$ cat config.mk
export PLATFORM = sky130hd
export DESIGN_NAME = mem_bus_arbiter
export DESIGN_NICKNAME = d
export VERILOG_FILES = /design/src/rtl/mem_arb_pkg.sv /design/src/rtl/mem_bus_arbiter_rr_picker.sv /design/src/rtl/mem_bus_arbiter.sv
export SDC_FILE = /design/constraint.sdc
export NUM_CORES = 1
export LEC_CHECK = 0
export ABC_AREA = 1
export CELL_PAD_IN_SITES_DETAIL_PLACEMENT = 0
export CELL_PAD_IN_SITES_GLOBAL_PLACEMENT = 2
export CORE_MARGIN = 5
export CORE_UTILIZATION = 21
export CTS_CLUSTER_SIZE = 25
export DETAILED_ROUTE_END_ITERATION = 10
export PLACE_DENSITY_LB_ADDON = 0.1
export SYNTH_ARGS = -nofsm -noshare
export SYNTH_HDL_FRONTEND = slang
export SYNTH_HIERARCHICAL = 1
export SYNTH_SLANG_ARGS = --single-unit
$ cat constraint.sdc
create_clock -name clk -period 3.83 [get_ports clk]
set_input_delay 0.766 -clock clk [delete_from_list [all_inputs] [get_ports clk]]
set_output_delay 0.766 -clock clk [all_outputs]
set_load 0.02 [all_outputs]
$ cat src/rtl/mem_arb_pkg.sv
// Shared types, widths and slice helpers for the memory bus arbiter.
`ifndef MEM_ARB_PKG_SV
`define MEM_ARB_PKG_SV

// Select slice idx of a packed per-requester bus whose lanes are w bits wide.
`define MEM_ARB_SLICE(bus, idx, w) bus[32'(idx) * (w) +: (w)]

package mem_arb_pkg;

    localparam int unsigned ADDR_W = 32;
    localparam int unsigned DATA_W = 32;
    localparam int unsigned MASK_W = 4;

    typedef enum logic [1:0] {
        IDLE  = 2'd0,
        BUSY  = 2'd1,
        DONE  = 2'd2,
        FAULT = 2'd3
    } arb_state_e;

    // Timer width able to hold 0 .. cycles-1.
    function automatic int unsigned timer_w(input int unsigned cycles);
        return (cycles < 2) ? 1 : $clog2(cycles);
    endfunction

endpackage

`endif

$ cat src/rtl/mem_bus_arbiter_rr_picker.sv
// Combinational round-robin picker: first requester after last_grant, or the
// lock holder alone when a lock is active.
module rr_picker #(
    parameter  int unsigned NUM_REQ = 3,
    localparam int unsigned IDX_W   = $clog2(NUM_REQ)
) (
    input  logic [NUM_REQ-1:0] req,
    input  logic [IDX_W-1:0]   last_grant,
    input  logic               lock_active,
    output logic               any_grant,
    output logic [IDX_W-1:0]   grant_idx
);

    // Scan last_grant+1 .. last_grant+NUM_REQ with explicit wrap (NUM_REQ need not be a power of two).
    always_comb begin
        int unsigned cand;
        cand      = 0;
        any_grant = 1'b0;
        grant_idx = last_grant;
        if (lock_active) begin
            any_grant = req[last_grant];
        end else begin
            for (int unsigned off = 1; off <= NUM_REQ; off++) begin
                cand = 32'(last_grant) + off;
                if (cand >= NUM_REQ) begin
                    cand = cand - NUM_REQ;
                end
                if (!any_grant && req[IDX_W'(cand)]) begin
                    any_grant = 1'b1;
                    grant_idx = IDX_W'(cand);
                end
            end
        end
    end

endmodule

$ cat src/rtl/mem_bus_arbiter.sv
// Round-robin arbiter sharing one native memory bus among NUM_REQ requesters,
// with AMO lock and per-transaction timeout fault.
module mem_bus_arbiter
    import mem_arb_pkg::*;
#(
    parameter  int unsigned NUM_REQ        = 3,
    parameter  int unsigned TIMEOUT_CYCLES = 1024,
    localparam int unsigned IDX_W          = $clog2(NUM_REQ)
) (
    input  logic                      clk,
    input  logic                      reset,
    input  logic [NUM_REQ-1:0]        req_valid,
    input  logic [NUM_REQ-1:0]        req_lock,
    input  logic [NUM_REQ*ADDR_W-1:0] req_addr,
    input  logic [NUM_REQ*DATA_W-1:0] req_wdata,
    input  logic [NUM_REQ*MASK_W-1:0] req_wmask,
    output logic [NUM_REQ-1:0]        req_ready,
    output logic [NUM_REQ-1:0]        req_fault,
    output logic [DATA_W-1:0]         req_rdata,
    output logic                      mem_valid,
    output logic [ADDR_W-1:0]         mem_addr,
    output logic [DATA_W-1:0]         mem_wdata,
    output logic [MASK_W-1:0]         mem_wmask,
    input  logic                      mem_ready,
    input  logic [DATA_W-1:0]         mem_rdata,
    output logic [IDX_W-1:0]          grant_id,
    output logic                      busy
);

    localparam int unsigned TIMER_W = timer_w(TIMEOUT_CYCLES);

    arb_state_e           state, state_nxt;
    logic [IDX_W-1:0]     last_grant, last_grant_nxt;
    logic                 lock_active, lock_nxt;
    logic [TIMER_W-1:0]   timer, timer_nxt;
    logic [IDX_W-1:0]     grant_nxt;
    logic                 mem_valid_nxt;
    logic [ADDR_W-1:0]    mem_addr_nxt;
    logic [DATA_W-1:0]    mem_wdata_nxt;
    logic [MASK_W-1:0]    mem_wmask_nxt;
    logic [NUM_REQ-1:0]   req_ready_nxt, req_fault_nxt;
    logic [DATA_W-1:0]    req_rdata_nxt;
    logic                 pick_lock;
    logic                 any_grant;
    logic [IDX_W-1:0]     pick_idx;
    logic [NUM_REQ-1:0]   owner_onehot;

    // A lock only restricts arbitration while its holder is still requesting.
    assign pick_lock    = lock_active & req_valid[last_grant];
    assign owner_onehot = NUM_REQ'(1) << grant_id;

    rr_picker #(
        .NUM_REQ (NUM_REQ)
    ) u_picker (
        .req         (req_valid),
        .last_grant  (last_grant),
        .lock_active (pick_lock),
        .any_grant   (any_grant),
        .grant_idx   (pick_idx)
    );

    // Next-state and next-output logic; every output register is loaded from here.
    always_comb begin
        state_nxt      = state;
        last_grant_nxt = last_grant;
        lock_nxt       = lock_active;
        timer_nxt      = '0;
        grant_nxt      = grant_id;
        mem_valid_nxt  = 1'b0;
        mem_addr_nxt   = '0;
        mem_wdata_nxt  = '0;
        mem_wmask_nxt  = '0;
        req_ready_nxt  = '0;
        req_fault_nxt  = '0;
        req_rdata_nxt  = '0;

        case (state)
            IDLE: begin
                if (lock_active && !req_valid[last_grant]) begin
                    lock_nxt = 1'b0;
                end
                if (any_grant) begin
                    state_nxt     = BUSY;
                    grant_nxt     = pick_idx;
                    mem_valid_nxt = 1'b1;
                    mem_addr_nxt  = `MEM_ARB_SLICE(req_addr, pick_idx, ADDR_W);
                    mem_wdata_nxt = `MEM_ARB_SLICE(req_wdata, pick_idx, DATA_W);
                    mem_wmask_nxt = `MEM_ARB_SLICE(req_wmask, pick_idx, MASK_W);
                end
            end
            BUSY: begin
                if (mem_ready) begin
                    state_nxt     = DONE;
                    req_ready_nxt = owner_onehot;
                    req_rdata_nxt = mem_rdata;
                end else if (timer == TIMER_W'(TIMEOUT_CYCLES - 1)) begin
                    state_nxt     = FAULT;
                    req_ready_nxt = owner_onehot;
                    req_fault_nxt = owner_onehot;
                end else begin
                    timer_nxt     = timer + TIMER_W'(1);
                    mem_valid_nxt = 1'b1;
                    mem_addr_nxt  = mem_addr;
                    mem_wdata_nxt = mem_wdata;
                    mem_wmask_nxt = mem_wmask;
                end
            end
            DONE: begin
                state_nxt      = IDLE;
                last_grant_nxt = grant_id;
                lock_nxt       = req_lock[grant_id];
            end
            FAULT: begin
                state_nxt      = IDLE;
                last_grant_nxt = grant_id;
                lock_nxt       = 1'b0;
            end
            default: begin
                state_nxt = IDLE;
            end
        endcase
    end

    // State and output registers; synchronous reset abandons any bus transaction.
    always_ff @(posedge clk) begin
        if (reset) begin
            state       <= IDLE;
            last_grant  <= IDX_W'(NUM_REQ - 1);
            lock_active <= 1'b0;
            timer       <= '0;
            grant_id    <= '0;
            mem_valid   <= 1'b0;
            mem_addr    <= '0;
            mem_wdata   <= '0;
            mem_wmask   <= '0;
            req_ready   <= '0;
            req_fault   <= '0;
            req_rdata   <= '0;
            busy        <= 1'b0;
        end else begin
            state       <= state_nxt;
            last_grant  <= last_grant_nxt;
            lock_active <= lock_nxt;
            timer       <= timer_nxt;
            grant_id    <= grant_nxt;
            mem_valid   <= mem_valid_nxt;
            mem_addr    <= mem_addr_nxt;
            mem_wdata   <= mem_wdata_nxt;
            mem_wmask   <= mem_wmask_nxt;
            req_ready   <= req_ready_nxt;
            req_fault   <= req_fault_nxt;
            req_rdata   <= req_rdata_nxt;
            busy        <= (state_nxt != IDLE);
        end
    end

endmodule

==> flow_metrics.py <==
metrics = {
    "setup_path": {
        "required_ps": 4180,
        "path_max_fanout": 36,
        "rrSetupSlack_ps": 690,
        "cp_common_cell": "nand2_1",
        "slowest_stage": "dfxtp_1",
        "end_kind": "flop",
        "crit_start": "last_grant[0]",
        "r2r-start": "last_grant[0]",
        "path_class": "reg -> reg",
        "slowest_delay_ps": 530,
        "start_kind": "flop",
        "arrival_ps": 3490,
        "path_cells": "inv_2 > ha_1 > inv_2 > nand2_1 > nand2_1 > nand2_1 > nand2_2 > nand3_2 > nand2_1 > nand2_1 > nand2_1 > nand2_1 > inv_6 > nand3_2 > nor2_1 > nor2_1 > a21oi_1",
    },
    "clocking": {
        "cts_buffer_depth": 2,
        "cts-root-buf": "clkbuf_16",
        "ctsHoldBuffers": 0,
        "cts_made_buffers": 17,
        "post_cts_resize_count": 0,
        "cts_tree": "built",
        "htreeDepth": 4,
        "clk_latency_ps": 420,
        "postCtsSetupRepairBufs": 0,
        "cts.clk_slew.worst_paths_ps": 60,
        "cts.sinks": 125,
    },
    "min_path": {
        "hp-start": "timer[0]",
        "hold_path.class": "reg -> reg",
    },
    "logic_synthesis": {
        "synthesis.nets": 1367,
        "synth_area_leaders": "dfxtp_1 (36%), nand2_1 (20%), nand3_1 (11%)",
        "synth_async_sr_flop_share": 0,
        "syn_area_um2": 6880,
        "synth_cells": 1118,
        "ys_warn_count": 6,
        "synth.ff_latch_count": 125,
        "yosys.area.top_type": "dfxtp_1",
        "synth_cell_types": 30,
        "synth_common_cells": "nand2_1 (363), inv_1 (191), nand3_1 (150)",
        "ys.flop_type": "dfxtp_1",
        "avgSynthCellArea_um2": 6.15,
        "yosysMostFrequentCell": "nand2_1",
        "synth_edf_count": 0,
        "synth_top_area_frac": 0.364,
        "ys_seq_area_frac": 0.364,
    },
    "timing": {
        "setup_viol": 0,
        "fmax_ghz": 0.319,
        "report.final.slew_viol_count": 0,
        "worst_pin_slew_ps": 576,
        "slew_headroom": 0.616,
        "rsz0062_at_grt": "false",
        "finalCritPeriodShare": 0.820,
        "finalHoldViolations": 0,
        "fin_setup_tns_ps": 0,
        "timing.hold.ws_ps": 452,
        "fin_crit_ps": 3140,
        "skew_ps": 8.17,
    },
    "layout": {
        "syn_to_final_growth_pct": 64.0,
        "fin_area_um2": 11300,
        "drive_gt1_frac": 0.0522,
        "nets": 1691,
        "fillers": 3585,
    },
    "global_route": {
        "grtUsageTotal": 0.160,
        "grt_pass1_vias": 7561,
        "grt_pass1_wl_um": 45200,
        "grt_overflow": 0,
        "grt_start_max_net_pins": 84,
        "antenna_found_initial": 3,
    },
    "floorplanning": {
        "top_level_ports": 355,
        "die-area_um2": 36500,
        "core_area_um2": 32500,
        "core.rowCount": 66,
        "start_util": 0.212,
        "chipHeight_um": 191,
        "chipWidth_um": 191,
    },
    "placement": {
        "place_area_um2": 10700,
        "portBuffers": 354,
        "routabilityCongestion": 0.725,
        "hpwl_um": 21700,
    },
    "outcome": {
        "outcome": "complete, no violations",
    },
    "drt": {
        "route.vias.total": 7723,
        "wl_um": 30400,
        "wl_met1_um": 13100,
        "wl_met2_um": 14000,
        "wl_met3_um": 3030,
        "firstDrtPassIters": 4,
        "drtIter0Drc": 370,
        "viasPerCell": 4.06,
        "dr.max_layer_used": "met4",
        "routedWlPerCell_um": 16.0,
        "drc": 0,
        "detail-route-antenna-nets": 0,
    },
    "power_and_ir_drop": {
        "leakage_nw": 5.21,
        "power_density_nw_per_um2": 481,
        "ir_drop_uv": 223,
    },
    "flow_run": {
        "cap_violations": 0,
    },
}
cell families after synthesis:
kind of cell / synth area share
XOR/XNOR: 0.00509
AO/OA/AOI/OAI: 0.0686
buffers and inverters: 0.167
flip-flops: 0.364
AND/OR/NAND/NOR: 0.388
adder cells (fa/ha/maj): 0.00727
final cells by class:
class | instances | area, um^2 | area share
diodes | 4 | 10.0 | 0.000887
clock buffers | 18 | 439 | 0.0389
clock inverters | 14 | 98.8 | 0.00876
inverters | 197 | 744 | 0.0660
multi-input cells | 733 | 3250 | 0.288
flip-flops and latches | 125 | 2500 | 0.222
well taps | 442 | 553 | 0.0490
repair buffers | 368 | 3690 | 0.327
cells in the final DEF, fill, tap and decap left out, types with 3 or more instances in the layout:
master             n
a21oi_1           79
buf_12             4
buf_4             10
clkbuf_16         17
clkdlybuf4s50_1  353
clkinv_2           5
clkinv_4           5
clkinvlp_4         4
dfxtp_1          125
diode_2            4
ha_1               4
inv_1            191
inv_2              5
nand2_1          362
nand2_2            5
nand3_1          149
nand3_2            4
nor2_1            98
nor3_2             3
o21ai_0            4
o21ai_1            5
stage by stage:
stage | power [W] | instances | util | setup slack (ps)
floorplan | 0.00298 | 1118 | - | 1450
global placement | 0.00405 | 1865 | 0.331 | 456
detailed placement | 0.00405 | 1865 | 0.331 | 384
CTS | 0.00557 | 1897 | 0.347 | 627
global route | 0.00585 | 1900 | 0.348 | 243
finish | 0.00543 | 1901 | 0.348 | 691
per-layer routing:
layer | GRT usage | vias to the layer above
li1 | - | 4035
met1 | 0.200 | 3430
met2 | 0.260 | 241
met3 | 0.0634 | 17
met4 | 0.0390 | 0
met5 | 0 | -
sequential cells by signal, summed over array words and instances, names as in the netlist:
name and cells:
mem_addr 32, mem_wdata 32, req_rdata 32, timer 10
mem_wmask 4, req_fault 3, req_ready 3, grant_id 2
last_grant 2, state 2, busy 1, lock_active 1
mem_valid 1
where the power goes:
part | switching [W] | internal [W]
logic | 0.00138 | 0.000963
clock network | 0.000642 | 0.000841
registers | 0.000111 | 0.00149
total | 0.00213 | 0.00330
final timing paths:
kind / end / cells past startpoint
min reg2reg: timer[0] / 1
max reg2reg: mem_addr[25] / 17
max: mem_addr[25] / 17
min: timer[0] / 1
critical path: cells and delay by family, from the launching register on:
kind	cells	cell delay [ps]
AOI/OAI and AO/OA	1	130
buffers and inverters	3	600
adders and majority gates	1	420
DFF	1	530
and+or+nand+nor	12	1400
No activity file was read; power rests on OpenSTA's default activity.
